### src/rtl/midi_tx_framer.sv
// MIDI message transmitter, 31250 baud 8N1 out of the 25 MHz synth clock.
// Accepts whole messages (status + up to two data bytes), applies running
// status, and slips single real-time bytes in at any byte boundary.

module midi_tx_framer #(
    parameter int unsigned CLK_DIV = 800,
    parameter bit          RS_EN   = 1'b1
) (
    input  logic       CLOCK_25,
    input  logic       reset_reg_N,
    input  logic       msg_valid,
    output logic       msg_ready,
    input  logic [7:0] msg_status,
    input  logic [7:0] msg_data1,
    input  logic [7:0] msg_data2,
    input  logic       rt_valid,
    output logic       rt_ready,
    input  logic [7:0] rt_byte,
    output logic       midi_txd,
    output logic       busy,
    output logic [7:0] rs_active
);

    localparam int unsigned   CW        = (CLK_DIV > 1) ? $clog2(CLK_DIV) : 1;
    localparam logic [CW-1:0] BAUD_LAST = CW'(CLK_DIV - 1);

    typedef enum logic [1:0] {
        IDLE,
        START,
        DATA,
        STOP
    } state_t;

    // Byte sequencer state and bit timing
    state_t          state_q,   state_d;
    logic [CW-1:0]   baud_q,    baud_d;
    logic [2:0]      bit_q,     bit_d;
    logic [7:0]      shreg_q,   shreg_d;

    // Remaining message bytes, entry 0 goes out next
    logic [2:0][7:0] mq_q,      mq_d;
    logic [1:0]      mq_cnt_q,  mq_cnt_d;

    // One-deep real-time slot and running-status register
    logic            rt_full_q, rt_full_d;
    logic [7:0]      rt_q,      rt_d;
    logic [7:0]      rs_q,      rs_d;

    logic            msg_acc;
    logic            rt_acc;
    logic            baud_last;
    logic            boundary;

    logic            is_voice;
    logic            is_common;
    logic            skip_status;
    logic [1:0]      msg_len;
    logic [7:0]      d1_m;
    logic [7:0]      d2_m;
    logic [7:0]      rs_new;
    logic [2:0][7:0] msg_list;
    logic [1:0]      msg_list_cnt;

    logic            load;
    logic [7:0]      load_byte;

    // Handshake strobes and byte-boundary timing
    always_comb begin
        msg_acc   = msg_valid && msg_ready;
        rt_acc    = rt_valid && rt_ready;
        baud_last = (baud_q == BAUD_LAST);
        boundary  = (state_q == IDLE) || ((state_q == STOP) && baud_last);
    end

    // Decode the offered message into the list of bytes that actually go out
    always_comb begin
        is_voice  = (msg_status >= 8'h80) && (msg_status <= 8'hEF);
        is_common = (msg_status >= 8'hF0) && (msg_status <= 8'hF7);
        d1_m      = msg_data1 & 8'h7F;
        d2_m      = msg_data2 & 8'h7F;

        msg_len = 2'd1;
        case (msg_status[7:4])
            4'h8, 4'h9, 4'hA, 4'hB, 4'hE: msg_len = 2'd3;
            4'hC, 4'hD:                   msg_len = 2'd2;
            4'hF: begin
                if (msg_status[3:0] == 4'h2) begin
                    msg_len = 2'd3;
                end else if ((msg_status[3:0] == 4'h1) || (msg_status[3:0] == 4'h3)) begin
                    msg_len = 2'd2;
                end
            end
            default: msg_len = 2'd1;
        endcase

        skip_status = RS_EN && is_voice && (msg_status == rs_q);

        rs_new = rs_q;
        if (RS_EN) begin
            if (is_voice) begin
                rs_new = msg_status;
            end else if (is_common) begin
                rs_new = '0;
            end
        end

        if (skip_status) begin
            msg_list     = {8'h00, d2_m, d1_m};
            msg_list_cnt = msg_len - 2'd1;
        end else begin
            msg_list     = {d2_m, d1_m, msg_status};
            msg_list_cnt = msg_len;
        end
    end

    // Pick the next byte at a boundary: real-time slot first, then the message
    // queue. A message accepted this cycle is loaded into the queue before the
    // pick so its first byte can start without an idle cycle; likewise a
    // real-time byte arriving on a boundary bypasses the slot.
    always_comb begin
        mq_d      = mq_q;
        mq_cnt_d  = mq_cnt_q;
        rt_full_d = rt_full_q;
        rt_d      = rt_q;
        rs_d      = rs_q;
        load      = 1'b0;
        load_byte = rt_q;

        if (msg_acc) begin
            mq_d     = msg_list;
            mq_cnt_d = msg_list_cnt;
            rs_d     = rs_new;
        end

        if (boundary) begin
            if (rt_full_q) begin
                load      = 1'b1;
                load_byte = rt_q;
                rt_full_d = 1'b0;
            end else if (rt_acc) begin
                load      = 1'b1;
                load_byte = rt_byte;
            end else if (mq_cnt_d != 2'd0) begin
                load      = 1'b1;
                load_byte = mq_d[0];
                mq_d      = {8'h00, mq_d[2:1]};
                mq_cnt_d  = mq_cnt_d - 2'd1;
            end
        end else if (rt_acc) begin
            rt_full_d = 1'b1;
            rt_d      = rt_byte;
        end
    end

    // Next-state logic of the byte sequencer
    always_comb begin
        state_d = state_q;
        case (state_q)
            IDLE:    if (load) state_d = START;
            START:   if (baud_last) state_d = DATA;
            DATA:    if (baud_last && (bit_q == 3'd7)) state_d = STOP;
            STOP:    if (baud_last) state_d = load ? START : IDLE;
            default: state_d = IDLE;
        endcase
    end

    // Bit timer, bit index and data shifter
    always_comb begin
        baud_d  = ((state_q == IDLE) || baud_last) ? '0 : baud_q + CW'(1);
        bit_d   = bit_q;
        shreg_d = shreg_q;
        if (baud_last && (state_q == START)) begin
            bit_d = '0;
        end
        if (baud_last && (state_q == DATA)) begin
            bit_d   = bit_q + 3'd1;
            shreg_d = {1'b0, shreg_q[7:1]};
        end
        if (load) begin
            shreg_d = load_byte;
        end
    end

    // Outputs decoded from registered state only
    always_comb begin
        case (state_q)
            START:   midi_txd = 1'b0;
            DATA:    midi_txd = shreg_q[0];
            default: midi_txd = 1'b1;
        endcase
        msg_ready = (state_q == IDLE) && (mq_cnt_q == 2'd0);
        rt_ready  = !rt_full_q;
        busy      = (state_q != IDLE) || (mq_cnt_q != 2'd0);
        rs_active = rs_q;
    end

    // State register
    always_ff @(posedge CLOCK_25 or negedge reset_reg_N) begin
        if (!reset_reg_N) begin
            state_q <= IDLE;
        end else begin
            state_q <= state_d;
        end
    end

    // Datapath registers
    always_ff @(posedge CLOCK_25 or negedge reset_reg_N) begin
        if (!reset_reg_N) begin
            baud_q    <= '0;
            bit_q     <= '0;
            shreg_q   <= '0;
            mq_q      <= '0;
            mq_cnt_q  <= '0;
            rt_full_q <= 1'b0;
            rt_q      <= '0;
            rs_q      <= '0;
        end else begin
            baud_q    <= baud_d;
            bit_q     <= bit_d;
            shreg_q   <= shreg_d;
            mq_q      <= mq_d;
            mq_cnt_q  <= mq_cnt_d;
            rt_full_q <= rt_full_d;
            rt_q      <= rt_d;
            rs_q      <= rs_d;
        end
    end

endmodule

### config.mk
export PLATFORM = sky130hd
export DESIGN_NAME = midi_tx_framer
export DESIGN_NICKNAME = d
export VERILOG_FILES = /design/src/rtl/midi_tx_framer.sv
export SDC_FILE = /design/constraint.sdc
export NUM_CORES = 1
export LEC_CHECK = 0
export BUFFER_PORTS_ARGS = -buffer_cell sky130_fd_sc_hd__buf_4
export CAP_MARGIN = 20
export CORE_UTILIZATION = 45
export CTS_CLUSTER_DIAMETER = 30
export DETAILED_ROUTE_END_ITERATION = 8
export PLACE_DENSITY_LB_ADDON = 0.2
export SLEW_MARGIN = 20
export SYNTH_ARGS = -nofsm -noshare
export SYNTH_HDL_FRONTEND = slang
export SYNTH_SLANG_ARGS = --single-unit
### constraint.sdc
create_clock -name CLOCK_25 -period 2.5 [get_ports CLOCK_25]
set_input_delay 0.25 -clock CLOCK_25 [delete_from_list [all_inputs] [get_ports CLOCK_25]]
set_output_delay 0.25 -clock CLOCK_25 [all_outputs]
set_load 0.01 [all_outputs]
==> metrics, run 1 <==
run status=finished with violations; violated checks=negative hold slack; largest buffer count on any clock path=2; total negative slack=0 ps; fin worst setup slack=210 ps; remaining routing DRC violations=0; core outline area=8180 um^2; initial standard-cell utilization of the core=46.4%; data arrival time of the worst path=2510 ps; worst hold-check path type=in -> async; num rows=33; register clock-pin slew on the reported worst setup and hold paths=80 ps; Fmax=437 MHz; count of distinct cell types in the synthesized netlist=56; Inserted Clock Buffers=9; cell type group with the largest total delay on the critical path=compound AO/OA/AOI/OAI gates; critical path depth in cells=7; Slowest-stage cell, CP=a211oi_2; worst voltage drop across the vdd grid=0.393 mV; sink count of the clock tree=66; hold buffer count at cts=0; number of warnings reported in the yosys synthesis log=0; number of iterations in the first detailed-routing pass=4; x dimension of the die=93.8 um; initial detailed-routing violation count=162; Lkg Pwr=2.01 nW; DIE HEIGHT=93.8 um; area of the mapped netlist=3790 um^2; clock network latency to the later pin of the worst-skew pair=350 ps; number of instances in the synthesized netlist=406; worst setup path endpoint=shreg_q[1]; number of filler cells placed in the layout=772; startpoint of the lowest-slack register-to-register path=state_q[0]; number of nets with antenna violations after routing=0; Synth Net Count=449; list of cells traversed by the critical path=inv_1 > ha_1 > a211oi_2 > nand2_1 > a221o_1 > a221oi_1 > a21oi_1; RSZ-0062 raised after global routing=no; ratio of final minimum period to clock period=91.6%; count of cells along the worst register-to-register path=7; worst hold-check slack=-8.90 ps; capture point of the worst reg-to-reg path=shreg_q[1]; required time at the worst-slack endpoint=2720 ps; count of flip-flops with a built-in enable after synthesis=0; number of max-capacitance violations reported=0; global-route usage over all layers=23.2%; area overhead of the layout relative to synthesis=19.0%; CTS tree=built; worst clock skew=12.0 ps; Die Footprint=8800 um^2; P per Cell Area=1060 nW/um^2; Routability Congestion=0.851; num ports=48; via count of the routed design=3,290; wire length of the first global-routing pass=15.7 mm; antenna violations before repair=0; HPWL Detailed=6.44 mm; Total Nets Final=494; H-tree level count=3; proportion of layout cells with a drive suffix above 1=20.8%; Final Hold Viols=8; Finish-stage setup viols=0; kind of capture point of the worst setup path=register; most common flop cell mapped by yosys=dfrtp_1; maximum net fanout on the critical path=8; worst path buffer plus inverter count=1; I/O Buffers=45; number of pins exceeding their max-slew limit in the final report=0; Post-Syn Area per Cell=9.35 um^2; Tmin final=2290 ps; number of buffers inserted to repair setup after CTS=0; post-route total power=4.81 mW; Setup CP Type=reg -> reg; flops & latches, synth=66; Slowest Stage Delay on Critical Path=430 ps; post-placement worst setup slack=200 ps; vias in the first global route=3,108; sequential-to-total area share from yosys stat=43.5%; count of instances resized after the clock tree is built=0; type of element launching the critical path=register; final wirelength=9.44 mm; buffer cell driving the clock tree root=clkbuf_8; total congestion overflow after global routing=0; WL per Instance=16.8 um; pin slew with the least headroom to its limit=856 ps; worst relative slew slack=42.9%; start point of the critical path=state_q[0]; pin count of the biggest net entering global routing=67; Antenna diodes=0; share of async-settable or async-resettable flops after synthesis=100%; via-per-instance ratio=5.86; slack of the worst reg-to-reg path=210 ps
-- synth_stat cells (9+ instances only) --
cell | instances | area, um^2
a21oi_1 | 19 | 95.1
a2bb2oi_1 | 9 | 78.8
clkbuf_1 | 25 | 93.8
dfrtp_1 | 66 | 1650
inv_1 | 11 | 41.3
mux2i_1 | 12 | 120
nand2_1 | 34 | 128
nand3_1 | 9 | 45.0
nand4_1 | 13 | 81.3
nor2_1 | 42 | 158
nor3_1 | 9 | 45.0
o21ai_0 | 24 | 120
o31ai_1 | 11 | 82.6
xnor2_1 | 9 | 78.8
-- layout by cell type (no fill, tap or decap), drive strengths merged, types with 7 or more instances in the layout --
master	count
a211oi	8
a21oi	19
a22o	7
a2bb2oi	9
a31o	7
buf	62
clkbuf	10
dfrtp	66
ha	7
inv	11
mux2	7
mux2i	12
nand2	34
nand3	9
nand4	13
nor2	42
nor3	10
o21ai	25
o31ai	11
xnor2	9
-- metrics by stage --
stage | instance area, um^2 | hold slack [ps] | instances | util [%]
floorplan | 3790 | -45.6 | 406 | -
global placement | 4300 | 422 | 545 | 52.6
detailed placement | 4300 | 419 | 545 | 52.6
CTS | 4520 | 29.7 | 561 | 55.2
global route | 4520 | 74.8 | 561 | 55.2
finish | 4520 | -8.90 | 561 | 55.2
-- sequential cells by signal, indices dropped and copies added, names as in the netlist --
name       count
baud_q        10
bit_q          3
mq_cnt_q       2
mq_q          24
rs_active      8
rt_full_q      1
rt_q           8
shreg_q        8
state_q        2
-- how the worst min path moves through the flow --
stage          slack (ps)        end
2_1_floorplan         -50  baud_q[0]
3_3_place_gp          420  baud_q[9]
3_5_place_dp          420  baud_q[8]
4_1_cts                30  baud_q[8]
5_1_grt                70  baud_q[9]
6_report               -9  baud_q[5]
-- cell type report --
class,instances,area [um^2],share of cell area [%]
clock inverter,6,91.3,2.02
tap,105,131,2.91
multi-input combinational,301,2000,44.2
sequential,66,1650,36.6
inverter,11,41.3,0.914
clock buffer,10,128,2.83
timing repair buffer,62,478,10.6
-- kinds of logic after synthesis --
group                      share of synthesized area, %
AOI/OAI and AO/OA                                  22.9
muxes                                              5.24
and+or+nand+nor                                    18.2
xor gates and xnor gates                           3.46
buffers and inverters                              4.29
adders and majority gates                          2.31
DFF                                                43.5
-- layer usage --
metal,GRT usage [%],vias up,wire length [um]
li1,-,1611,-
met1,33.5,1582,4680
met2,35.2,85,4250
met3,3.24,12,381
met4,8.85,0,124
met5,0,-,0
-- where the power goes --
| group | internal (mW) | total, mW | leakage [nW] | switching, mW |
|---|---|---|---|---|
| Clock | 0.565 | 1.02 | 0.110 | 0.450 |
| Combinational | 0.931 | 2.07 | 1.10 | 1.14 |
| Sequential | 1.47 | 1.72 | 0.799 | 0.247 |
Note: power is estimated with default switching activity, not from simulation.
==> run 2: changes to the inputs <==
==> constraint.sdc (replaced) <==
create_clock -name CLOCK_25 -period 2.5 [get_ports CLOCK_25]
set_input_delay 0 -clock CLOCK_25 [delete_from_list [all_inputs] [get_ports CLOCK_25]]
set_output_delay 0 -clock CLOCK_25 [all_outputs]
set_load 0.01 [all_outputs]
==> metrics, run 2 (synthesis gave the netlist of run 1 again) <==
number of filler cells placed in the layout=774; core outline area=8180 um^2; final wirelength=9.64 mm; post-route total power=4.93 mW; maximum net fanout on the critical path=6; Inserted Clock Buffers=9; cell type group with the largest total delay on the critical path=compound AO/OA/AOI/OAI gates; Slowest Stage Delay on Critical Path=430 ps; commonest cells after routing, fill and taps aside=66 x dfrtp_1, 61 x buf_4, 42 x nor2_1; via-per-instance ratio=5.91; global-route usage over all layers=23.5%; Final Hold Viols=0; H-tree level count=3; type of element launching the critical path=register; area overhead of the layout relative to synthesis=24.1%; end-of-flow core utilization=57.6%; initial detailed-routing violation count=206; Largest register FFs=24; run status=complete, no violations; Setup CP Type=reg -> reg; largest buffer count on any clock path=2; DIE HEIGHT=93.8 um; Total Nets Final=511; x dimension of the die=93.8 um; Routability Congestion=0.848; number of buffers inserted to repair setup after CTS=0; Regs by FF count=mq_q: 24 flops, baud_q: 10 flops; number of iterations in the first detailed-routing pass=4; sink count of the clock tree=66; list of cells traversed by the critical path=inv_1 > ha_1 > a211oi_2 > nand2_1 > a221o_1 > a221oi_1 > a21oi_1; kind of capture point of the worst setup path=register; pin slew with the least headroom to its limit=864 ps; count of placed standard cells including taps=544; worst path buffer plus inverter count=1; ratio of final minimum period to clock period=90.7%; number of pins exceeding their max-slew limit in the final report=0; remaining routing DRC violations=0; antenna violations before repair=0; slack of the worst reg-to-reg path=230 ps; HPWL Detailed=6.47 mm; buffer cell driving the clock tree root=clkbuf_8; clock network latency to the later pin of the worst-skew pair=360 ps; Antenna diodes=0; total negative slack=0 ps; P per Cell Area=1050 nW/um^2; Die Footprint=8800 um^2; Finish-stage setup viols=0; post-route cell area=4710 um^2; most frequent standard cell in the layout excluding fill and tap cells=dfrtp_1; num rows=33; Slowest-stage cell, CP=a211oi_2; Tmin final=2270 ps; num ports=48; wire length of the first global-routing pass=16.1 mm; total congestion overflow after global routing=0; pin count of the biggest net entering global routing=67; via count of the routed design=3,416; proportion of layout cells with a drive suffix above 1=20.3%; worst hold-check path type=in -> reg; Area after DPL=4280 um^2; worst relative slew slack=42.4%; worst voltage drop across the vdd grid=0.417 mV; I/O Buffers=45; WL per Instance=16.7 um; Final Non-Filler Cells=578; required time at the worst-slack endpoint=2730 ps; data arrival time of the worst path=2490 ps; RSZ-0062 raised after global routing=no; initial standard-cell utilization of the core=46.4%; number of nets with antenna violations after routing=0; number of max-capacitance violations reported=0; CTS tree=built; Fmax=441 MHz; register clock-pin slew on the reported worst setup and hold paths=80 ps; worst clock skew=11.8 ps; largest register by flop count=mq_q; Lkg Pwr=2.10 nW; vias in the first global route=3,290
run 2: changes by cell type in the layout (fill, tap and decap cells not counted):
cell / change
and2_2: +1
dlygate4sd3_1: +18
and2_1: -1
inv_6: +1
bufinv_16: +1
clkinv_2: -1
clkbuf_1: -1
buf_12: -1
run 2: metrics by stage:
step,setup WS (ps),hold WS (ps)
after floorplan,176,-296
after global placement,292,171
after detailed placement,250,170
after CTS,223,13.5
after global routing,1.90,51.1
final,234,18.0
run 2: timing repair:
item                       4_1_cts  5_1_grt
hold endpoints to repair        89        0
hold buffers                    18        0
setup endpoints to repair        0        1
resized for setup                0        1
run 2: layer usage:
metal	vias to the layer above	wire [um]	GRT usage [%]
met2	111	4530	37.0
met5	-	0	0
met1	1644	4530	32.3
li1	1649	-	-
met3	12	453	4.45
met4	0	132	8.08
run 2: path summary, 6_finish.rpt:
path / endpoint / cells past startpoint / from
worst min register to register: baud_q[0] / 1 / baud_q[0]
worst max register to register: shreg_q[1] / 7 / state_q[0]
max in group asynchronous: mq_q[1] / 2 / reset_reg_N
worst max-delay path: shreg_q[1] / 7 / state_q[0]
worst min-delay path: rs_active[4] / 3 / msg_status[4]
min in group asynchronous: baud_q[5] / 2 / reset_reg_N
run 2: cell type report:
class,count,area (um^2),share of cell area (%)
sequential,66,1650,35.1
inverter,11,41.3,0.877
tap,105,131,2.79
clock buffer,9,124,2.63
clock inverter,7,125,2.66
multi-input combinational,301,2000,42.4
timing repair buffer,79,638,13.6
run 2: power breakdown:
part	switching, mW	internal, mW	leakage [nW]
sequential	0.278	1.47	0.799
combinational	1.12	0.927	1.17
clock	0.469	0.671	0.124
run 2: worst min-delay path: cells and delay by family:
kind            cells  cell delay [ps]
compound gates      2              200
buf+inv             1              130
